$ cat config.mk
export PLATFORM = sky130hd
export DESIGN_NAME = sysref_gen
export DESIGN_NICKNAME = d
export VERILOG_FILES = /design/src/rtl/mts_pkg.sv /design/src/rtl/sysref_phase_ctr.sv /design/src/rtl/sysref_gen.sv
export SDC_FILE = /design/constraint.sdc
export NUM_CORES = 1
export LEC_CHECK = 0
export ABC_CLOCK_PERIOD_IN_PS = 5500
export CAP_MARGIN = 15
export CORE_UTILIZATION = 53
export CTS_BUF_LIST = sky130_fd_sc_hd__clkbuf_4
export DETAILED_ROUTE_END_ITERATION = 7
export HOLD_SLACK_MARGIN = 0.08
export PLACE_DENSITY = 0.76
export SYNTH_ARGS = -nofsm -noshare
export SYNTH_HDL_FRONTEND = slang
export SYNTH_SLANG_ARGS = --single-unit
$ cat constraint.sdc
create_clock -name clk -period 5.5 [get_ports clk]
set_input_delay 0.55 -clock clk [delete_from_list [all_inputs] [get_ports clk]]
set_output_delay 0.55 -clock clk [all_outputs]
set_load 0.01 [all_outputs]
$ cat src/rtl/mts_pkg.sv
// Shared definitions for the MTS SYSREF generator and its capture-side checkers.
// Holds the sequencer state encoding and the shortest usable SYSREF period.
package mts_pkg;

    typedef enum logic [1:0] {
        ST_IDLE = 2'd0,
        ST_ARM  = 2'd1,
        ST_RUN  = 2'd2,
        ST_END  = 2'd3
    } mts_state_e;

    localparam int unsigned MIN_PERIOD = 2;

endpackage

$ cat src/rtl/sysref_phase_ctr.sv
// Loadable wrap counter for the SYSREF phase: ph counts 0..period-1 and wraps.
// high_next gives the high/low phase for the value ph takes after this edge.
module sysref_phase_ctr #(
    parameter int PERIOD_W = 16
) (
    input  logic                clk,
    input  logic                reset,
    input  logic                clear,
    input  logic                run,
    input  logic [PERIOD_W-1:0] period,
    output logic [PERIOD_W-1:0] ph,
    output logic                at_last,
    output logic                high_next
);

    logic [PERIOD_W-1:0] ph_next;

    assign at_last = (ph == period - PERIOD_W'(1));

    always_comb begin
        ph_next = ph;
        if (clear) begin
            ph_next = '0;
        end else if (run) begin
            ph_next = at_last ? '0 : ph + PERIOD_W'(1);
        end
    end

    // High for the first floor(P/2) cycles of each period.
    assign high_next = (ph_next < (period >> 1));

    always_ff @(posedge clk) begin
        if (reset) begin
            ph <= '0;
        end else begin
            ph <= ph_next;
        end
    end

endmodule

$ cat src/rtl/sysref_gen.sv
// SYSREF pulse-train generator: counted burst or continuous train, optionally
// aligned to an external tick. All outputs come straight from flops.
module sysref_gen
    import mts_pkg::*;
#(
    parameter int PERIOD_W = 16,
    parameter int CNT_W    = 8
) (
    input  logic                clk,
    input  logic                reset,
    input  logic                start,
    input  logic                stop,
    input  logic [PERIOD_W-1:0] period,
    input  logic [CNT_W-1:0]    npulse,
    input  logic                sync_en,
    input  logic                sync_tick,
    output logic                sysref,
    output logic                busy,
    output logic                done,
    output logic [CNT_W-1:0]    pulses_sent
);

    mts_state_e          state, state_d;
    logic [PERIOD_W-1:0] period_l, period_d, period_clamped;
    logic [CNT_W-1:0]    npulse_l;
    logic                sync_en_l;
    logic                stop_pend, stop_pend_d;
    logic                accept, clear, run;
    logic [PERIOD_W-1:0] ph;
    logic                at_last, high_next;
    logic                sysref_d;
    logic [CNT_W-1:0]    cnt_base, cnt_d;
    logic                burst_full;

    assign accept         = (state == ST_IDLE) && start;
    assign period_clamped = (period < PERIOD_W'(MIN_PERIOD)) ? PERIOD_W'(MIN_PERIOD) : period;
    // The counter must see the new period on the same edge that accepts start.
    assign period_d       = accept ? period_clamped : period_l;
    assign clear          = accept || ((state == ST_ARM) && !stop && sync_tick);
    assign run            = (state == ST_RUN);
    assign burst_full     = (npulse_l != '0) && (pulses_sent == npulse_l);

    sysref_phase_ctr #(
        .PERIOD_W (PERIOD_W)
    ) u_phase (
        .clk       (clk),
        .reset     (reset),
        .clear     (clear),
        .run       (run),
        .period    (period_d),
        .ph        (ph),
        .at_last   (at_last),
        .high_next (high_next)
    );

    always_comb begin
        state_d     = state;
        stop_pend_d = stop_pend;
        unique case (state)
            ST_IDLE: begin
                if (start) begin
                    stop_pend_d = 1'b0;
                    state_d     = sync_en ? ST_ARM : ST_RUN;
                end
            end
            ST_ARM: begin
                if (stop) begin
                    state_d = ST_END;
                end else if (sync_tick) begin
                    state_d = ST_RUN;
                end
            end
            ST_RUN: begin
                if (stop) begin
                    stop_pend_d = 1'b1;
                end
                // Only leave at the end of a full period so no high phase is cut short.
                if (at_last && (burst_full || stop_pend || stop)) begin
                    state_d = ST_END;
                end
            end
            ST_END: begin
                state_d = ST_IDLE;
            end
            default: begin
                state_d = ST_IDLE;
            end
        endcase
    end

    assign sysref_d = (state_d == ST_RUN) && high_next;
    assign cnt_base = accept ? '0 : pulses_sent;
    assign cnt_d    = (sysref_d && !sysref && (cnt_base != '1)) ? cnt_base + CNT_W'(1) : cnt_base;

    always_ff @(posedge clk) begin
        if (reset) begin
            state       <= ST_IDLE;
            period_l    <= PERIOD_W'(MIN_PERIOD);
            npulse_l    <= '0;
            sync_en_l   <= 1'b0;
            stop_pend   <= 1'b0;
            sysref      <= 1'b0;
            busy        <= 1'b0;
            done        <= 1'b0;
            pulses_sent <= '0;
        end else begin
            state       <= state_d;
            stop_pend   <= stop_pend_d;
            sysref      <= sysref_d;
            busy        <= (state_d == ST_ARM) || (state_d == ST_RUN);
            done        <= (state_d == ST_END);
            pulses_sent <= cnt_d;
            if (accept) begin
                period_l  <= period_clamped;
                npulse_l  <= npulse;
                sync_en_l <= sync_en;
            end
        end
    end

endmodule

Word-level counts from Yosys, hierarchy flattened
Index checks and enable logic that the tools add are counted.
Storage, ports and cells
  register bits: 54
  output and inout bits: 11
Cells by class
  $add $sub $neg: 3
  reductions and logical operators: 18
  magnitude comparators: 2
  eq/ne operators: 11
  multiplexer cells: 16
Operators by type and width (count)
  two-way mux 16 bit: 5
  adder 16 x 1 -> 16 bit (second input constant): 1
  == test 16 bit: 1
  < comparator 16 x 15 -> 1 bit: 1
  < comparator 16 x 2 -> 1 bit (second input constant): 1
  two-way mux 8 bit: 2
  subtractor 16 x 1 -> 16 bit (second input constant): 1
  two-way mux 2 bit: 5
  adder 8 x 1 -> 8 bit (second input constant): 1
  == test 2 bit (second input constant): 4
  == test 8 bit: 1
  logical AND 1 bit: 8
  inequality test 8 bit (second input constant): 1
  one-hot mux 2 bit (4 select lines): 1
  nonzero test 8 bit: 1
  == test 2 x 1 -> 1 bit (second input constant): 2
  logical OR 1 bit: 4
  inequality test 2 bit (second input constant): 2
  AND reduction 3 bit: 1
  logical NOT 1 bit: 2
  logical NOT 2 bit: 1
  two-way mux 1 bit: 2
  one-hot mux 1 bit (2 select lines): 1
  nonzero test 2 bit: 1

Longest topological paths before layout
Gate-level depths: netlist of run 1.
  depth after elaboration: 13
  mapped depth: 27

Modules after synthesis
Synthesis of run 1 repeated with hierarchy kept, for this count alone.
Second synthesis, totals
  cell total of the unflattened synthesis: 459
  area total of the unflattened synthesis: 3616.0 um^2
Modules (own cells, without submodules)
  sysref_phase_ctr: cells each 228, area each 1839.3 um^2, instances 1
  sysref_gen: cells each 231, area each 1776.7 um^2, instances 1

Least setup slack after synthesis of run 1
OpenSTA, ideal clock, no wires.
  path kind: in2reg
  start: input start
  end: register pulses_sent[7]
  buffers on the path: 5
  arrival time: 5.744 ns
  slack: -0.313 ns
  setup time: 0.070 ns
  cell stages on the path: 24
  path through: or3b_1 -> buf_6 -> buf_6 -> buf_2 -> a21oi_1 -> ha_1 -> o211ai_1 -> or3_1 -> a2111oi_2 -> o2111a_2 -> a21o_1 -> clkbuf_1 -> nor2_1 -> ha_1 -> a21o_1 -> a21o_1 -> a21o_1 -> a21oi_1 -> o21ai_0 -> a311o_1 -> or2_2 -> buf_2 -> or4_1 -> a21oi_1
Between the ends
  longest elaborated chain between the ends: 12
  elaborated cells between the ends (all ways): 21
  those cells by class: add/sub: 2; order compare: 1; eq/ne: 3; mux: 9; reduce/logical: 6
RTL lines
  start: declaration: RTL line sysref_gen.sv:11  | input logic start,
  logical AND 1 bit *: RTL line sysref_gen.sv:35  | assign accept = (state == ST_IDLE) && start;
  two-way mux 16 bit
  subtractor 16 x 1 -> 16 bit: RTL line sysref_phase_ctr.sv:18  | assign at_last = (ph == period - PERIOD_W'(1));
  == test 16 bit: RTL line sysref_phase_ctr.sv:18
  two-way mux 16 bit: RTL line sysref_phase_ctr.sv:25  | ph_next = at_last ? '0 : ph + PERIOD_W'(1);
  two-way mux 16 bit: RTL line sysref_phase_ctr.sv:24  | end else if (run) begin
  two-way mux 16 bit *: RTL line sysref_phase_ctr.sv:22  | if (clear) begin
  named net u_phase.ph_next[9]: RTL line sysref_phase_ctr.sv:16  | logic [PERIOD_W-1:0] ph_next;
  < comparator 16 x 15 -> 1 bit *: RTL line sysref_phase_ctr.sv:30  | assign high_next = (ph_next < (period >> 1));
  logical AND 1 bit *: RTL line sysref_gen.sv:91  | assign sysref_d = (state_d == ST_RUN) && high_next;
  logical AND 1 bit * (2 in series): RTL line sysref_gen.sv:93  | assign cnt_d = (sysref_d && !sysref && (cnt_base != '1)) ? cnt_base + CNT_W'(1) : cnt_base;
  two-way mux 8 bit *: RTL line sysref_gen.sv:93
  end signal: assignment: RTL line sysref_gen.sv:112  | pulses_sent <= cnt_d;
  end: declaration: RTL line sysref_gen.sv:20  | output logic [CNT_W-1:0] pulses_sent
The timed path passes the listed nets; every way through them passes the cells marked *.
A chain may end at the register's enable or synchronous reset.

Worst setup path in the final report of run 1
  start: input start
  end: register pulses_sent[5]
Same word-level chain as after synthesis.

==> impl_metrics.csv, run 1 <==
group,metric,value,unit
outcome,status,"completed",
layout,drive_above_1_share,19.9,%
critical_path,crit_type,"primary input to flip-flop",
synth,synth_area,0.00368,mm2
synth,syn_area_per_cell,8.24,um2
cts,root_buffer,"clkbuf_4",
power_and_ir_drop,swShare,33.0,%
power_and_ir_drop,vdd.ir_drop.worst,0.130,mV
synth,syn_inst,446,
floorplan,die_w,85.3,um
sta,hold_viol,0,
power_and_ir_drop,switchingPower,337,uW
floorplan,rows,29,
critical_path,rrSetupSlack,0.32,ns
critical_path,startpoint,"start",
synth,yosys_warnings,0,
sta,fmax,0.187,GHz
critical_path,cp_max_fo,7,
critical_path,cp.arrival,5.67,ns
floorplan,io-pin-count,41,
cts,hold_buffers,0,
global_routing,antenna_found_initial,0,
critical_path,slowest_stage,"or3b_2",
sta,period_share,97.1,%
critical_path,critPathMaxStageDelay,0.56,ns
power_and_ir_drop,clock_power_share,22.9,%
cts,clock_sinks,54,
floorplan,core_area,0.00653,mm2
floorplan,fp.dieArea,0.00727,mm2
layout,fin_util,72.6,%
synth,synth_edf_count,0,
synth,synth_sequential_area_ratio,29.4,%
critical_path,critPathRequiredTime,5.83,ns
route,vias_per_cell,6.14,
synth,synth_commonest_cells,"nor2_1 (64), dfxtp_1 (54), nand2_1 (34)",
power_and_ir_drop,p_int,684,uW
route,via_count,3770,
sta,slew_headroom,56.3,%
floorplan,die_height,85.3,um
critical_path,cp_num_buf_inv,3,
worst_hold_path,hp-class,"flip-flop to flip-flop",
route,drt-initial-drc-count,248,
route,drtAntennaViolNets,0,
power_and_ir_drop,cellLeakagePower,2.02,nW
sta,tightest_slew,0.650,ns
cts,clk_latency,0.39,ns
layout,area_growth,29.1,%
worst_hold_path,min-delay-start,"stop_pend$_SDFFE_PP0P_",
synth,async_reset_ff_share,0,%
sta,holdWs,0.491,ns
synth,synth-main-ff-cell,"dfxtp_1",
floorplan,start_util,56.3,%
sta,finClkSkew,0.00984,ns
synth,synth_most_common_cell,"nor2_1",
cts,cts_buffers,5,
critical_path,start_kind,"primary input",
job,cap_violations,0,
cts,cts_tree,"built",
synth,synth_top_area_share,29.4,%
cts,cts_max_path_buffers,2,
place,globalplace.congestion,0.955,
route,routedWlPerCell,17.3,um
critical_path,crit_path_frequent_cell,"buf_6",
cts,h-tree-depth,2,
layout,final_nets,585,
cts,clk_pin_slew_worst_paths,0.16,ns
global_routing,grt_pass1_wl,16900,um
sta,layout_min_cycle_time,5.34,ns
global_routing,grt_pass1_vias,3579,
route,first_pass_iters,5,
critical_path,r2r_start,"state[0]$_SDFF_PP0_",
critical_path,crit_chain,"clkdlybuf4s50_1 > or3b_2 > a21oi_4 > ha_2 > o211ai_1 > or3_4 > a2111oi_4 > o2111a_2 > a21o_1 > buf_6 > buf_6 > nor2_1 > ha_1 > a21oi_2 > nor2b_1 > o21ai_1 > a21boi_1 > a311o_1 > or2_4 > or4_1 > a21oi_1",
global_routing,grtUsageTotal,29.3,%
global_routing,grt-ovfl-total,0,
critical_path,end_kind,"flip-flop",
route,drt_wl_total,10600,um
synth,yosys.area.top_type,"dfxtp_1",
place,port_buffers,40,
route,drc,0,
synth,ys_ff_latch,54,
critical_path,cp_top_family,"compound AO/OA/AOI/OAI gates",
sta,setup-violations-final,0,
sta,slew_viol_final,0,
synth,synth_area_leaders,"dfxtp_1 (29%), nor2_1 (6.5%), ha_1 (6.5%), xor2_1 (5.5%), xnor2_1 (4.5%)",
synth,synth.distinct_cells,60,
power_and_ir_drop,p_comb_share,34.6,%
synth,synth_nets,495,
power_and_ir_drop,p_seq_share,42.5,%
layout,n_antenna_cell,0,
place,dp_hpwl,8120,um
global_routing,grt_max_degree,35,
power_and_ir_drop,power_density,215,mW/mm2
layout make-up:
class | count | area, um2
Clock buffer | 5 | 37.5
Clock inverter | 3 | 42.5
Fill cell | 504 | 1790
Inverter | 7 | 26.3
Multi-Input combinational cell | 361 | 2530
Sequential cell | 54 | 1080
Tap cell | 77 | 96.3
Timing Repair Buffer | 107 | 931
flip-flops by register name (all words and copies together) (netlist names):
register     flops
sysref           1
busy             1
period_l        16
pulses_sent      8
stop_pend        1
npulse_l         8
state            2
u_phase.ph      16
done             1
cell usage in the layout (no fill, tap or decap), types with 6 or more instances in the layout:
master,count
nand4_1,10
dfxtp_1,54
a21o_1,6
and3_1,7
dlymetal6s2s_1,8
a21oi_1,23
ha_1,18
nor4_1,6
inv_1,7
nor3_1,15
mux2i_1,10
nor2_1,64
clkdlybuf4s50_1,32
xor2_1,23
nand3_1,15
xnor2_1,19
o21ai_0,11
buf_4,65
nor2b_1,6
nand2_1,34
worst min-delay path, cell delays in order (launching register included):
cell and delay [ns]:
dfxtp_1 0.36, nand2_1 0.06, a21oi_1 0.05
per-stage QoR:
stage          instance area, um2  setup TNS (ns)  power [mW]  setup slack, ns  std cells
2_1_floorplan                3720               0       0.634           0.0582        446
3_3_place_gp                 4550          -0.789       0.769           -0.184        603
3_5_place_dp                 4550           -1.89       0.776           -0.364        603
4_1_cts                      4630               0        1.00           0.0122        611
5_1_grt                      4740          -0.100        1.07          -0.0346        614
6_report                     4740               0        1.02            0.158        614
cell families (layout without fill, tap and decap cells):
family / count (synthesis) / after routing / share of synthesized area [%]
xor gates and xnor gates: 42 / 42 / 10.0
muxes: 18 / 18 / 6.84
AOI/OAI and AO/OA: 83 / 83 / 15.4
buffers and inverters: 32 / 122 / 4.46
adders and majority gates: 19 / 19 / 6.47
and+or+nand+nor: 198 / 199 / 27.4
DFF: 54 / 54 / 29.4
metal layers:
| layer | global-route usage (%) | part of all wire [%] | routed length (um) |
|---|---|---|---|
| met3 | 3.99 | 6.9 | 739 |
| met2 | 46.8 | 44 | 4670 |
| met1 | 41.0 | 46 | 4880 |
| met4 | 9.70 | 3.4 | 357 |
| met5 | 0 | 0 | 0 |
power by group through the flow:
stage               registers [mW]  logic (mW)  clock network, mW
finish                       0.434       0.353              0.234
global placement             0.440       0.329                  0
CTS                          0.433       0.337              0.234
floorplan                    0.436       0.199                  0
detailed placement           0.441       0.334                  0
global route                 0.436       0.382              0.254
what timing repair did:
action | CTS | global route
setup buffers | 0 | 2
endpoints found under the setup margin | 0 | 6
gates resized for setup | 0 | 23
final timing paths:
kind,end,cells past startpoint
hold reg to reg,stop_pend$_SDFFE_PP0P_,2
setup / recovery,pulses_sent[5]$_SDFF_PP0_,21
setup reg to reg,pulses_sent[5]$_SDFF_PP0_,20
hold / removal,stop_pend$_SDFFE_PP0P_,2
No activity file was read; power rests on OpenSTA's default activity.
==> inputs of run 2 (changes only) <==
--- a/config.mk
+++ b/config.mk
@@ -5,13 +5,13 @@
 export SDC_FILE = /design/constraint.sdc
 export NUM_CORES = 1
 export LEC_CHECK = 0
-export ABC_CLOCK_PERIOD_IN_PS = 5500
+export ABC_CLOCK_PERIOD_IN_PS = 6000
 export CAP_MARGIN = 15
-export CORE_UTILIZATION = 53
+export CORE_UTILIZATION = 59
 export CTS_BUF_LIST = sky130_fd_sc_hd__clkbuf_4
 export DETAILED_ROUTE_END_ITERATION = 7
 export HOLD_SLACK_MARGIN = 0.08
-export PLACE_DENSITY = 0.76
+export PLACE_DENSITY = 0.8
 export SYNTH_ARGS = -nofsm -noshare
 export SYNTH_HDL_FRONTEND = slang
 export SYNTH_SLANG_ARGS = --single-unit
==> constraint.sdc (replaced) <==
create_clock -name clk -period 6 [get_ports clk]
set_input_delay 0.6 -clock clk [delete_from_list [all_inputs] [get_ports clk]]
set_output_delay 0.6 -clock clk [all_outputs]
set_load 0.01 [all_outputs]
==> run 2 against run 1 <==
  * Combinational power decreased by 21%
  * First-iteration DRC count decreased by 4.4%
  * Non-clock buffer count decreased by 31
  * Register-to-register slack gained 0.33 ns
  * Sequential share of layout area rose by 2.0 points
  * Critical path depth did not move
  * Core utilization up 0.57 points
  * Sequential cell count stayed put
  * Clock-buffer cell count unchanged
  * Sequential power fell by 8.8%
==> impl_metrics.csv, run 2 (synthesis results as in run 1) <==
group,metric,value,unit
global_routing,grt_max_degree,35,
global_routing,grtUsageTotal,31.5,%
sta,finClkSkew,0.0146,ns
cts,cts_max_path_buffers,2,
critical_path,startpoint,"period[12]",
cts,hold_buffers,0,
cts,h-tree-depth,2,
place,port_buffers,40,
layout,final_nets,553,
sta,tightest_slew,0.668,ns
route,first_pass_iters,5,
route,drc,0,
global_routing,grt_pass1_wl,15700,um
critical_path,cp.arrival,5.91,ns
route,via_count,3504,
floorplan,io-pin-count,41,
sta,fmax,0.179,GHz
global_routing,grt_pass1_vias,3289,
cts,cts_tree,"built",
critical_path,crit_type,"primary input to flip-flop",
critical_path,end_kind,"flip-flop",
layout,layout_commonest_cell,"nor2_1",
sta,hold_viol,0,
layout,n_antenna_cell,0,
sta,layout_min_cycle_time,5.59,ns
sta,slew_headroom,55.1,%
cts,cts_resized,0,
floorplan,start_util,61.7,%
power_and_ir_drop,vdd.ir_drop.worst,0.149,mV
place,globalplace.congestion,0.931,
cts,clock_sinks,54,
sta,setup_ws,0.414,ns
cts,cts_buffers,5,
cts,root_buffer,"clkbuf_4",
sta,setup_tns,0,ns
job,cap_violations,0,
place,dp_hpwl,7550,um
sta,setup-violations-final,0,
route,drt-initial-drc-count,237,
layout,drive_above_1_share,12.7,%
critical_path,critPathRequiredTime,6.32,ns
outcome,status,"completed",
sta,rsz0062_at_grt,"no",
critical_path,r2r_start,"state[0]$_SDFF_PP0_",
layout,fin_util,73.2,%
worst_hold_path,min-delay-start,"stop_pend$_SDFFE_PP0P_",
floorplan,fp.dieArea,0.00655,mm2
place,dp_slack,0.000958,ns
worst_hold_path,hp-class,"flip-flop to flip-flop",
place,dp_cells,572,
power_and_ir_drop,power_density,192,mW/mm2
layout,instances_no_fill,579,
layout,reg_top3,"period_l (16), u_phase.ph (16)",
sta,slew_viol_final,0,
cts,cts_setup_buffers,0,
power_and_ir_drop,cellLeakagePower,1.77,nW
layout,layout_common_cells,"nor2_1 (64), dfxtp_1 (54), clkdlybuf4s50_1 (40), buf_4 (36), nand2_1 (34)",
global_routing,grt-ovfl-total,0,
critical_path,cp_max_fo,12,
cts,clk_pin_slew_worst_paths,0.16,ns
route,vias_per_cell,6.05,
route,drtAntennaViolNets,0,
layout,area_growth,18.6,%
route,routedWlPerCell,16.7,um
floorplan,die_w,80.9,um
route,drt_wl_total,9670,um
floorplan,die_height,80.9,um
critical_path,start_kind,"primary input",
sta,period_share,93.1,%
global_routing,antenna_found_initial,0,
cts,clk_latency,0.38,ns
floorplan,core_area,0.00596,mm2
floorplan,rows,28,
## run 2: changes by cell type in the layout (fill, tap and decap cells not counted), sizes merged
| cell | previous run | this run |
|---|---|---|
| dlymetal6s2s | 8 | 0 |
| or2 | 2 | 1 |
| buf | 67 | 36 |
| bufinv | 1 | 0 |
| clkdlybuf4s50 | 32 | 40 |
## run 2: routing by layer
| layer | global-route usage (%) | routed length [um] |
|---|---|---|
| met4 | 8.75 | 111 |
| met1 | 45.1 | 4620 |
| met3 | 4.72 | 691 |
| met5 | 0 | 0 |
| met2 | 49.0 | 4250 |
## run 2: final timing paths
check / to / slack, ns / depth (start not counted)
setup reg to reg: pulses_sent[5]$_SDFF_PP0_ / 0.65 / 21
hold reg to reg: stop_pend$_SDFFE_PP0P_ / 0.49 / 2
setup / recovery: pulses_sent[5]$_SDFF_PP0_ / 0.41 / 21
hold / removal: stop_pend$_SDFFE_PP0P_ / 0.49 / 2
## run 2: final cells by class
cell class,count,area (um2)
multi-input cells,360,2440
fillers,470,1600
flip-flops and latches,54,1080
repair buffers,76,671
well taps,75,93.8
clock buffers,5,37.5
inverters,7,26.3
clock inverters,2,13.8
## run 2: metrics by stage
stage	hold slack, ns	instance area (um2)	total power [mW]
floorplan	0.446	3680	0.575
global route	0.520	4360	0.884
global placement	0.458	4300	0.670
detailed placement	0.465	4300	0.676
CTS	0.490	4350	0.839
finish	0.492	4360	0.837
## run 2: where the power goes
| group | switching (mW) | internal [mW] |
|---|---|---|
| combinational | 0.144 | 0.134 |
| sequential | 0.0200 | 0.376 |
| clock | 0.118 | 0.0448 |
| total | 0.282 | 0.555 |
## run 2: critical path, cell delays in order
cell and delay (ns):
clkdlybuf4s50_1 0.47, nor4_1 0.45, a41oi_1 0.17, mux2i_1 0.24, ha_1 0.21, o211ai_1 0.12
or3_1 0.38, a2111oi_2 0.36, o2111a_2 0.25, a21o_1 0.19, nor2_1 0.08, ha_1 0.29
a21o_1 0.18, a21o_1 0.16, a21o_1 0.16, a21oi_1 0.13, o21ai_0 0.08, a311o_1 0.30
or2_2 0.41, or4_1 0.53, a21oi_1 0.14
==> inputs of run 3 (changes only) <==
--- a/config.mk
+++ b/config.mk
@@ -7,11 +7,14 @@
 export LEC_CHECK = 0
 export ABC_CLOCK_PERIOD_IN_PS = 6000
 export CAP_MARGIN = 15
-export CORE_UTILIZATION = 59
+export CELL_PAD_IN_SITES_DETAIL_PLACEMENT = 1
+export CELL_PAD_IN_SITES_GLOBAL_PLACEMENT = 2
+export CORE_UTILIZATION = 35
 export CTS_BUF_LIST = sky130_fd_sc_hd__clkbuf_4
+export CTS_CLUSTER_DIAMETER = 60
 export DETAILED_ROUTE_END_ITERATION = 7
 export HOLD_SLACK_MARGIN = 0.08
-export PLACE_DENSITY = 0.8
+export PLACE_DENSITY = 0.79
 export SYNTH_ARGS = -nofsm -noshare
 export SYNTH_HDL_FRONTEND = slang
 export SYNTH_SLANG_ARGS = --single-unit
==> run 3 against run 2 <==
  * Sequential power about the same
  * Sequential cell count stayed put
  * Core utilization down 29 points
  * Clock-buffer cell count is the same
  * Clock power is 28% higher
  * Final cell count increased by 12%
  * Global-route usage is 9.4 points lower
  * Power is 7.2% higher
  * Register-to-register slack about the same
  * Fmax shrank 0.21%
  * Via count down 1.7%
  * Largest cell class unchanged
==> impl_metrics.csv, run 3 (synthesis results as in run 1) <==
group,metric,value,unit
critical_path,r2r_start,"state[0]$_SDFF_PP0_",
cts,cts_tree,"built",
power_and_ir_drop,p_comb_share,32.7,%
sta,hold_viol,0,
sta,rsz0062_at_grt,"no",
critical_path,critPathRequiredTime,6.33,ns
cts,h-tree-depth,2,
critical_path,slowest_stage,"or4_1",
global_routing,grt_pass1_wl,19200,um
worst_hold_path,hold-path-endpoint,"stop_pend$_SDFFE_PP0P_",
critical_path,cp_top_family,"compound AO/OA/AOI/OAI gates",
layout,area_growth,22.3,%
sta,slew_viol_final,0,
route,vias_per_cell,5.33,
route,via_count,3443,
critical_path,cp.arrival,5.93,ns
layout,fin_util,43.9,%
worst_hold_path,min-delay-start,"stop_pend$_SDFFE_PP0P_",
floorplan,core_area,0.0102,mm2
critical_path,cp_num_buf_inv,1,
layout,fin_area,0.00449,mm2
floorplan,die_w,104,um
cts,cts_max_path_buffers,2,
power_and_ir_drop,vdd.ir_drop.worst,0.0949,mV
sta,layout_min_cycle_time,5.60,ns
critical_path,start_kind,"primary input",
critical_path,crit_chain,"clkdlybuf4s50_1 > nor4_1 > a41oi_1 > mux2i_1 > ha_1 > o211ai_1 > or3_1 > a2111oi_2 > o2111a_2 > a21o_1 > nor2_1 > ha_1 > a21o_1 > a21o_1 > a21o_1 > a21oi_1 > o21ai_0 > a311o_1 > or2_2 > or4_1 > a21oi_1",
outcome,status,"completed",
place,dp_slack,-0.0180,ns
layout,seqCellArea,0.00108,mm2
global_routing,grt_pass1_vias,3663,
sta,setup-violations-final,0,
worst_hold_path,whs_path_depth,2,
global_routing,grt-ovfl-total,0,
cts,clk_latency,0.39,ns
power_and_ir_drop,clock_power_share,23.2,%
cts,cts_buffers,5,
power_and_ir_drop,p_int,603,uW
sta,slew_headroom,56.8,%
power_and_ir_drop,power_density,200,mW/mm2
floorplan,start_util,35.9,%
layout,final_nets,558,
global_routing,grtUsageTotal,22.1,%
sta,tightest_slew,0.643,ns
critical_path,end_kind,"flip-flop",
job,cap_violations,0,
place,globalplace.congestion,0.806,
layout,drive_above_1_share,13.5,%
cts,clock_sinks,54,
critical_path,r2r_end,"pulses_sent[5]$_SDFF_PP0_",
floorplan,fp.dieArea,0.0109,mm2
critical_path,rrSetupSlack,0.64,ns
global_routing,antenna_found_initial,0,
layout,nFillCells,1245,
place,place_area,0.00442,mm2
critical_path,crit_path_frequent_cell,"a21o_1",
route,first_pass_iters,6,
sta,period_share,93.3,%
layout,layout_commonest_cell,"nor2_1",
cts,hold_buffers,0,
place,dp_hpwl,9230,um
cts,cts_resized,0,
critical_path,cp_max_fo,10,
route,routedWlPerCell,17.7,um
cts,cts_setup_buffers,0,
critical_path,rr_worst_depth,21,
route,drtAntennaViolNets,0,
place,port_buffers,40,
power_and_ir_drop,swShare,32.8,%
sta,setup_ws,0.402,ns
critical_path,critPathMaxStageDelay,0.52,ns
layout,reg_top3,"period_l (16), u_phase.ph (16)",
route,drc,0,
power_and_ir_drop,cellLeakagePower,1.80,nW
layout,layout_common_cells,"nor2_1 (64), dfxtp_1 (54), buf_4 (41), clkdlybuf4s50_1 (40), nand2_1 (34)",
critical_path,crit_type,"primary input to flip-flop",
sta,fmax,0.179,GHz
sta,finClkSkew,0.0127,ns
floorplan,die_height,104,um
cts,root_buffer,"clkbuf_4",
floorplan,rows,37,
global_routing,grt_max_degree,35,
floorplan,io-pin-count,41,
cts,clk_pin_slew_worst_paths,0.16,ns
layout,n_antenna_cell,0,
route,drt-initial-drc-count,99,
power_and_ir_drop,switchingPower,294,uW
layout,multi_input_area,0.00243,mm2
route,drt_wl_total,11400,um
worst_hold_path,hp-class,"flip-flop to flip-flop",
power_and_ir_drop,p_seq_share,44.2,%
[run 3: changes by cell type in the layout (fill, tap and decap cells not counted), sizes merged]
cell / previous run / this run
buf: 36 / 41
bufinv: 0 / 1
clkinv: 1 / 2
inv: 8 / 7
[run 3: how the worst max path moves through the flow]
| stage | start | to | slack (ns) | cells after the start |
|---|---|---|---|---|
| detailed placement | period[12] | pulses_sent[5]$_SDFF_PP0_ | -0.02 | 21 |
| floorplan | start | pulses_sent[7]$_SDFF_PP0_ | 0.14 | 24 |
| global placement | period[12] | pulses_sent[5]$_SDFF_PP0_ | 0.10 | 21 |
| global route | period[12] | pulses_sent[5]$_SDFF_PP0_ | 0.03 | 21 |
| finish | period[12] | pulses_sent[5]$_SDFF_PP0_ | 0.40 | 21 |
| CTS | period[12] | pulses_sent[5]$_SDFF_PP0_ | 0.38 | 21 |
[run 3: per-stage QoR]
step / hold WS [ns] / std cells / setup TNS [ns] / power [mW]
final: 0.488 / 646 / 0 / 0.898
after global routing: 0.533 / 646 / 0 / 0.954
after CTS: 0.495 / 646 / 0 / 0.907
after detailed placement: 0.475 / 638 / -0.0229 / 0.696
after floorplan: 0.446 / 446 / 0 / 0.575
after global placement: 0.461 / 638 / 0 / 0.688
[run 3: power groups by stage]
stage	combinational (mW)	clock, mW	sequential, mW
final	0.293	0.208	0.397
after global routing	0.322	0.232	0.400
after CTS	0.293	0.217	0.397
after floorplan	0.176	0	0.399
after global placement	0.285	0	0.404
after detailed placement	0.291	0	0.405
[run 3: layout make-up]
class / instances / share of cell area [%]
clock inverters: 3 / 0.891
flip-flops and latches: 54 / 24.1
well taps: 136 / 3.79
clock buffers: 5 / 0.835
repair buffers: 81 / 15.8
multi-input cells: 360 / 54.1
inverters: 7 / 0.585
[run 3: worst min-delay path, delay by kind of cell, from the launching register on]
| kind | cells | cell delay, ns |
|---|---|---|
| flops | 1 | 0.35 |
| simple gates | 1 | 0.06 |
| compound gates | 1 | 0.05 |
[run 3: layer usage]
layer  global-route usage [%]  wire (um)
met3                     2.69        349
met5                        0          0
met2                     34.7       5060
met1                     32.3       5920
met4                     4.69         93
